===== config.mk =====
export PLATFORM = sky130hd
export DESIGN_NAME = idu_queue
export DESIGN_NICKNAME = d
export VERILOG_FILES = /design/src/rtl/idu_pkg.sv /design/src/rtl/idu_sync_fifo.sv /design/src/rtl/idu_queue.sv
export SDC_FILE = /design/constraint.sdc
export NUM_CORES = 1
export LEC_CHECK = 0
export BUFFER_PORTS_ARGS = -buffer_cell sky130_fd_sc_hd__buf_2
export CORE_MARGIN = 2
export CORE_UTILIZATION = 25
export DETAILED_ROUTE_END_ITERATION = 6
export SYNTH_ARGS = -nofsm -noshare
export SYNTH_HDL_FRONTEND = slang
export SYNTH_SLANG_ARGS = --single-unit

===== constraint.sdc =====
create_clock -name clk -period 7.2 [get_ports clk]
set_clock_uncertainty 0.2 [all_clocks]
set_input_delay 1.08 -clock clk [delete_from_list [all_inputs] [get_ports clk]]
set_output_delay 1.08 -clock clk [all_outputs]
set_load 0.01 [all_outputs]

===== src/rtl/idu_pkg.sv =====
// Shared decode constants for the instruction decode queue: opcode and SRAM-type
// codes, field positions as functions of instruction width, and one-hot bit indices.
package idu_pkg;

  localparam logic [3:0] OPC_LD   = 4'h1;
  localparam logic [3:0] OPC_ST   = 4'h2;
  localparam logic [3:0] OPC_STM  = 4'h3;
  localparam logic [3:0] OPC_MM   = 4'h4;
  localparam logic [3:0] OPC_ACT  = 4'h5;
  localparam logic [3:0] OPC_POOL = 4'h6;
  localparam logic [3:0] OPC_WFI  = 4'hF;

  localparam logic [1:0] SRAM_IRAM = 2'b00;
  localparam logic [1:0] SRAM_ORAM = 2'b01;
  localparam logic [1:0] SRAM_WRAM = 2'b10;

  localparam int OP_W         = 7;
  localparam int OP_LD_BIT    = 0;
  localparam int OP_ST_BIT    = 1;
  localparam int OP_STM_BIT   = 2;
  localparam int OP_MM_BIT    = 3;
  localparam int OP_ACT_BIT   = 4;
  localparam int OP_POOL_BIT  = 5;
  localparam int OP_WFI_BIT   = 6;

  localparam int SEL_W        = 3;
  localparam int SEL_IRAM_BIT = 0;
  localparam int SEL_WRAM_BIT = 1;
  localparam int SEL_ORAM_BIT = 2;

  typedef enum logic {
    ST_RUN      = 1'b0,
    ST_WFI_WAIT = 1'b1
  } idu_state_e;

  function automatic int op_msb(input int ins_w);
    return ins_w - 1;
  endfunction

  function automatic int op_lsb(input int ins_w);
    return ins_w - 4;
  endfunction

  function automatic int sram_msb(input int ins_w);
    return ins_w - 5;
  endfunction

  function automatic int sram_lsb(input int ins_w);
    return ins_w - 6;
  endfunction

endpackage


===== src/rtl/idu_sync_fifo.sv =====
// Synchronous FIFO with registered occupancy and a flush that wins over push/pop.
// The read port reads zero whenever the FIFO is empty.
module idu_sync_fifo #(
  parameter int WIDTH = 64,
  parameter int DEPTH = 4,
  localparam int AW = $clog2(DEPTH),
  localparam int CW = $clog2(DEPTH + 1)
) (
  input  logic             clk,
  input  logic             rst,
  input  logic             push,
  input  logic             pop,
  input  logic             flush,
  input  logic [WIDTH-1:0] wdata,
  output logic [WIDTH-1:0] rdata,
  output logic [CW-1:0]    count,
  output logic             empty,
  output logic             full
);

  logic [WIDTH-1:0] mem_r [DEPTH];
  logic [AW-1:0]    wr_ptr_r;
  logic [AW-1:0]    rd_ptr_r;
  logic [CW-1:0]    count_r;
  logic             do_push_s;
  logic             do_pop_s;

  assign empty     = (count_r == '0);
  assign full      = (count_r == CW'(DEPTH));
  assign do_push_s = push & ~flush & ~full;
  assign do_pop_s  = pop & ~flush & ~empty;
  assign count     = count_r;
  assign rdata     = empty ? '0 : mem_r[rd_ptr_r];

  // Storage write; contents are only observable through a valid read pointer.
  always_ff @(posedge clk) begin
    if (do_push_s) begin
      mem_r[wr_ptr_r] <= wdata;
    end
  end

  // Pointers and occupancy; power-of-two depth makes the wrap implicit.
  always_ff @(posedge clk or posedge rst) begin
    if (rst) begin
      wr_ptr_r <= '0;
      rd_ptr_r <= '0;
      count_r  <= '0;
    end else if (flush) begin
      wr_ptr_r <= '0;
      rd_ptr_r <= '0;
      count_r  <= '0;
    end else begin
      if (do_push_s) wr_ptr_r <= wr_ptr_r + AW'(1);
      if (do_pop_s)  rd_ptr_r <= rd_ptr_r + AW'(1);
      case ({do_push_s, do_pop_s})
        2'b10:   count_r <= count_r + CW'(1);
        2'b01:   count_r <= count_r - CW'(1);
        default: count_r <= count_r;
      endcase
    end
  end

endmodule


===== src/rtl/idu_queue.sv =====
// Instruction decode queue between IFU and LSU: buffers fetched instructions, decodes
// the head, drops illegal encodings with a sticky error, and stalls dispatch after WFI.
module idu_queue
  import idu_pkg::*;
#(
  parameter int INS_W = 64,
  parameter int DEPTH = 4,
  parameter int CNT_W = $clog2(DEPTH + 1)
) (
  input  logic             clk,
  input  logic             rst,
  input  logic             ifu_idu_vld,
  input  logic [INS_W-1:0] ifu_idu_ins,
  input  logic             ifu_idu_flush,
  output logic             idu_ifu_rdy,
  output logic             idu_ifu_wfi,
  output logic             idu_lsu_vld,
  output logic [OP_W-1:0]  idu_lsu_op,
  output logic [SEL_W-1:0] idu_lsu_sram_sel,
  output logic [INS_W-1:0] idu_lsu_ins,
  input  logic             lsu_idu_rdy,
  input  logic             lsu_idu_wfi_done,
  output logic             idu_err,
  output logic [7:0]       idu_err_cnt,
  output logic [CNT_W-1:0] idu_occ
);

  localparam int OP_MSB   = op_msb(INS_W);
  localparam int OP_LSB   = op_lsb(INS_W);
  localparam int SRAM_MSB = sram_msb(INS_W);
  localparam int SRAM_LSB = sram_lsb(INS_W);

  idu_state_e        state_r;
  idu_state_e        state_nxt_s;
  logic [INS_W-1:0]  head_s;
  logic [CNT_W-1:0]  occ_s;
  logic              empty_s;
  logic              full_s;
  logic              push_s;
  logic              pop_s;
  logic              err_inc_s;
  logic              legal_s;
  logic              head_ok_s;
  logic [3:0]        opc_s;
  logic [1:0]        sram_s;
  logic [OP_W-1:0]   op_dec_s;
  logic [SEL_W-1:0]  sel_dec_s;
  logic              err_r;
  logic [7:0]        err_cnt_r;

  // Ready looks at the registered count only, so a same-cycle pop never frees a slot.
  assign idu_ifu_rdy = ~ifu_idu_flush & ~full_s;
  assign push_s      = ifu_idu_vld & idu_ifu_rdy;

  idu_sync_fifo #(
    .WIDTH (INS_W),
    .DEPTH (DEPTH)
  ) u_fifo (
    .clk   (clk),
    .rst   (rst),
    .push  (push_s),
    .pop   (pop_s),
    .flush (ifu_idu_flush),
    .wdata (ifu_idu_ins),
    .rdata (head_s),
    .count (occ_s),
    .empty (empty_s),
    .full  (full_s)
  );

  // Head decode: one-hot op, SRAM select for LD/ST, and legality of the encoding.
  always_comb begin
    opc_s     = head_s[OP_MSB:OP_LSB];
    sram_s    = head_s[SRAM_MSB:SRAM_LSB];
    op_dec_s  = '0;
    sel_dec_s = '0;
    legal_s   = 1'b0;
    case (opc_s)
      OPC_LD: begin
        op_dec_s[OP_LD_BIT] = 1'b1;
        case (sram_s)
          SRAM_IRAM: begin sel_dec_s[SEL_IRAM_BIT] = 1'b1; legal_s = 1'b1; end
          SRAM_WRAM: begin sel_dec_s[SEL_WRAM_BIT] = 1'b1; legal_s = 1'b1; end
          default:   begin sel_dec_s = '0; legal_s = 1'b0; end
        endcase
      end
      OPC_ST: begin
        op_dec_s[OP_ST_BIT] = 1'b1;
        case (sram_s)
          SRAM_IRAM: begin sel_dec_s[SEL_IRAM_BIT] = 1'b1; legal_s = 1'b1; end
          SRAM_WRAM: begin sel_dec_s[SEL_WRAM_BIT] = 1'b1; legal_s = 1'b1; end
          SRAM_ORAM: begin sel_dec_s[SEL_ORAM_BIT] = 1'b1; legal_s = 1'b1; end
          default:   begin sel_dec_s = '0; legal_s = 1'b0; end
        endcase
      end
      OPC_STM:  begin op_dec_s[OP_STM_BIT]  = 1'b1; legal_s = 1'b1; end
      OPC_MM:   begin op_dec_s[OP_MM_BIT]   = 1'b1; legal_s = 1'b1; end
      OPC_ACT:  begin op_dec_s[OP_ACT_BIT]  = 1'b1; legal_s = 1'b1; end
      OPC_POOL: begin op_dec_s[OP_POOL_BIT] = 1'b1; legal_s = 1'b1; end
      OPC_WFI:  begin op_dec_s[OP_WFI_BIT]  = 1'b1; legal_s = 1'b1; end
      default:  begin op_dec_s = '0; legal_s = 1'b0; end
    endcase
  end

  assign head_ok_s        = legal_s & ~empty_s;
  assign idu_lsu_op       = head_ok_s ? op_dec_s  : '0;
  assign idu_lsu_sram_sel = head_ok_s ? sel_dec_s : '0;
  assign idu_lsu_ins      = head_s;
  assign idu_occ          = occ_s;
  assign idu_err          = err_r;
  assign idu_err_cnt      = err_cnt_r;

  // Dispatch control: legal heads wait for the LSU, illegal heads drop in one cycle.
  always_comb begin
    state_nxt_s = state_r;
    pop_s       = 1'b0;
    err_inc_s   = 1'b0;
    idu_lsu_vld = 1'b0;
    idu_ifu_wfi = 1'b0;
    case (state_r)
      ST_RUN: begin
        idu_lsu_vld = head_ok_s;
        if (head_ok_s) begin
          pop_s = lsu_idu_rdy;
          if (lsu_idu_rdy && op_dec_s[OP_WFI_BIT] && !ifu_idu_flush) begin
            state_nxt_s = ST_WFI_WAIT;
          end else begin
            state_nxt_s = ST_RUN;
          end
        end else if (!empty_s) begin
          pop_s     = 1'b1;
          err_inc_s = ~ifu_idu_flush;
        end else begin
          pop_s = 1'b0;
        end
      end
      ST_WFI_WAIT: begin
        idu_ifu_wfi = 1'b1;
        if (lsu_idu_wfi_done) begin
          state_nxt_s = ST_RUN;
        end else begin
          state_nxt_s = ST_WFI_WAIT;
        end
      end
      default: state_nxt_s = ST_RUN;
    endcase
  end

  // State register.
  always_ff @(posedge clk or posedge rst) begin
    if (rst) begin
      state_r <= ST_RUN;
    end else begin
      state_r <= state_nxt_s;
    end
  end

  // Sticky error flag and saturating drop counter.
  always_ff @(posedge clk or posedge rst) begin
    if (rst) begin
      err_r     <= 1'b0;
      err_cnt_r <= 8'd0;
    end else if (err_inc_s) begin
      err_r <= 1'b1;
      if (err_cnt_r != 8'hFF) err_cnt_r <= err_cnt_r + 8'd1;
    end
  end

endmodule


==> flow_summary.toml <==
[run_status]
status = "finished, final reports clean"

[timing]
maxSlewViolCount = 0
slew_headroom_pct = 43.5
finalCriticalPeriod_ns = 4.56
rsz0062_at_grt = "false"
timing.final.crit_share_pct = 63.3
worst_slew_pin_slew_ns = 0.847
hold_viol = 0
setup_tns_ns = 0
max_freq_mhz = 219
finalSetupViolCount = 0
fin_ws_ns = 2.64
whs_ns = 0.279

[detailed_routing]
avgViaCountPerCell = 4.20
drtAntennaViolNets = 0
wl_per_cell_um = 18.1
vias = 5547
drt_iter0_drc = 351
postRouteWirelength_um = 23900
dr.pass1.iters = 4
remaining_drc_errors = 0

[clock_network]
clk_pin_slew_ns = 0.06
clock-sinks = 273
post_cts_resized = 0
clockRootBuffer = "clkbuf_16"
cts_buffer_depth = 3
cts_tree = "done"
post-cts-setup-buffers = 0
cts_hold_buffers = 0
htree_levels = 1
worstSkewPairLatency_ns = 0.55
cts_buffers = 31

[placement]
dp_hpwl_um = 14000
place.gp.congestion = 0.744
placed_area_um2 = 12300
port_buffers = 158
place_ws_ns = 3.15

[yosys]
yosys_register_bits = 273
synthesis.area_um2 = 10900
synth_top_flop_cell = "edfxtp_1"
syn-mean-instance-area_um2 = 20.2
yosys_warnings = 0
synthCells = 537
synth_edf_count = 256
async_flop_share_pct = 6.23
seq_area_frac_synth_pct = 74.7
synthDistinctLibCells = 48
synth_nets = 613

[worst_setup_path]
critical_path_class = "flop to output port"
arrival_ns = 3.28
cp-start-kind = "flop"
rr_worst_depth = 11
critPathRequiredTime_ns = 5.92
r2r-end = "u_fifo.count[2]"
worstPathMaxFanout = 42
r2r_start = "u_fifo.rd_ptr_r[1]"
worstSetupEndpointType = "output port"
r2r_slack_ns = 3.28

[die]
die_h_um = 212
die_x_um = 212
io_pins = 159
initial_core_util_pct = 25.3
core_region_area_um2 = 43000
std_cell_rows = 76
design.die.area_um2 = 45100

[pwr]
powerDensity_nw_per_um2 = 358
leakage_nw = 4.56
vdd_ir_drop_max_uv = 183

[cells_and_area]
final_area_um2 = 13400
drive_above_1_share_pct = 40.8
multiInputGateArea_um2 = 2610
area_growth_pct = 23.2
ff_latch_area_um2 = 8120
fillers = 4274
nets = 787

[hold_path]
worstHoldPathType = "flop to flop"
holdPathStages = 1
holdCritStartpoint = "idu_err"
whs_endpoint = "idu_err"

[job]
cap_violations = 0

[global_routing]
track_usage_pct = 10.5
antenna_found_initial = 7
grt_max_degree = 43
grt_pass1_vias = 5778
grt_pass1_wl_um = 35500
overflow = 0
[logic make-up after synthesis]
family | Yosys count | synth area share (%)
adder cells (fa/ha/maj) | 6 | 0.760
flip-flops | 273 | 74.7
AND/OR/NAND/NOR | 128 | 7.13
XOR/XNOR | 9 | 0.726
AO/OA/AOI/OAI | 17 | 1.36
multiplexers | 70 | 14.0
buffers and inverters | 34 | 1.37
[routing by layer]
metal	wire, µm	up-vias	global-route usage (%)
li1	-	2500	-
met1	10700	2838	14.1
met2	11100	143	16.8
met3	1380	58	2.60
met4	622	8	3.40
met5	53	-	0
[registers in the layout, indices dropped and copies added, names as in the netlist]
name / cells
u_fifo.wr_ptr_r: 2
idu_err_cnt: 8
idu_err: 1
u_fifo.count: 3
u_fifo.mem_r: 256
state_r: 1
u_fifo.rd_ptr_r: 2
[report_power, final]
| part | internal (mW) | switching (mW) |
|---|---|---|
| clock network | 0.965 | 0.628 |
| logic | 0.554 | 0.663 |
| registers | 1.87 | 0.108 |
[worst max path at each step]
stage / start / end / cells past startpoint
after floorplan: ifu_idu_flush / u_fifo.mem_r[0][0] / 3
after global placement: u_fifo.rd_ptr_r[1] / idu_lsu_vld / 7
after detailed placement: u_fifo.rd_ptr_r[1] / idu_lsu_vld / 7
after CTS: u_fifo.rd_ptr_r[1] / idu_lsu_vld / 7
after global routing: u_fifo.rd_ptr_r[1] / idu_lsu_vld / 7
final: u_fifo.rd_ptr_r[1] / idu_lsu_vld / 7
[critical path, cell delays in order, from the launching register on]
cell,delay [ns]
dfrtp_4,0.89
buf_4,0.49
mux4_2,0.43
nor3b_2,0.20
o2111ai_2,0.23
o21a_1,0.21
nor2_1,0.09
buf_2,0.14
[stage by stage]
| step | utilization, % | std cells | total power [mW] |
|---|---|---|---|
| final | 31.1 | 1321 | 4.79 |
| after global routing | 31.1 | 1321 | 5.05 |
| after CTS | 31.1 | 1320 | 4.89 |
| after detailed placement | 28.7 | 1263 | 3.26 |
| after global placement | 28.7 | 1263 | 3.26 |
| after floorplan | - | 537 | 2.78 |
[cells in the mapped netlist (all sizes together), types with 2 or more instances]
master / count / area (µm²)
a211oi: 2 / 15.0
a21oi: 4 / 23.8
and2: 65 / 407
buf: 9 / 55.1
clkbuf: 16 / 60.1
dfrtp: 17 / 425
edfxtp: 256 / 7690
ha: 5 / 62.6
inv: 9 / 33.8
mux2: 3 / 33.8
mux2i: 3 / 42.5
mux4: 64 / 1440
nand2: 13 / 48.8
nand2b: 5 / 31.3
nand3: 4 / 25.0
nand4: 3 / 18.8
nor2: 9 / 36.3
nor2b: 2 / 12.5
nor3: 10 / 60.1
nor3b: 4 / 35.0
nor4: 3 / 25.0
nor4b: 2 / 23.8
o21ai: 3 / 15.0
or3: 6 / 37.5
xnor2: 3 / 26.3
xor2: 6 / 52.6
[cell type report]
class / instances / area share, %
diodes: 1 / 0.0187
clock buffers: 40 / 6.27
clock inverters: 17 / 1.47
inverters: 9 / 0.252
multi-input cells: 230 / 19.5
flip-flops and latches: 273 / 60.7
well taps: 585 / 5.47
repair buffers: 166 / 6.36
[placed cells by master, fill, tap and decap left out, types with 7 or more instances in the layout]
cell type	instances
nand2_1	13
clkbuf_16	31
mux4_2	64
and2_1	61
edfxtp_1	256
buf_2	158
clkinv_2	7
nor2_1	8
inv_1	9
dfrtp_1	15
buf_4	8
nor3_1	8
Note: power is estimated with default switching activity, not from simulation.
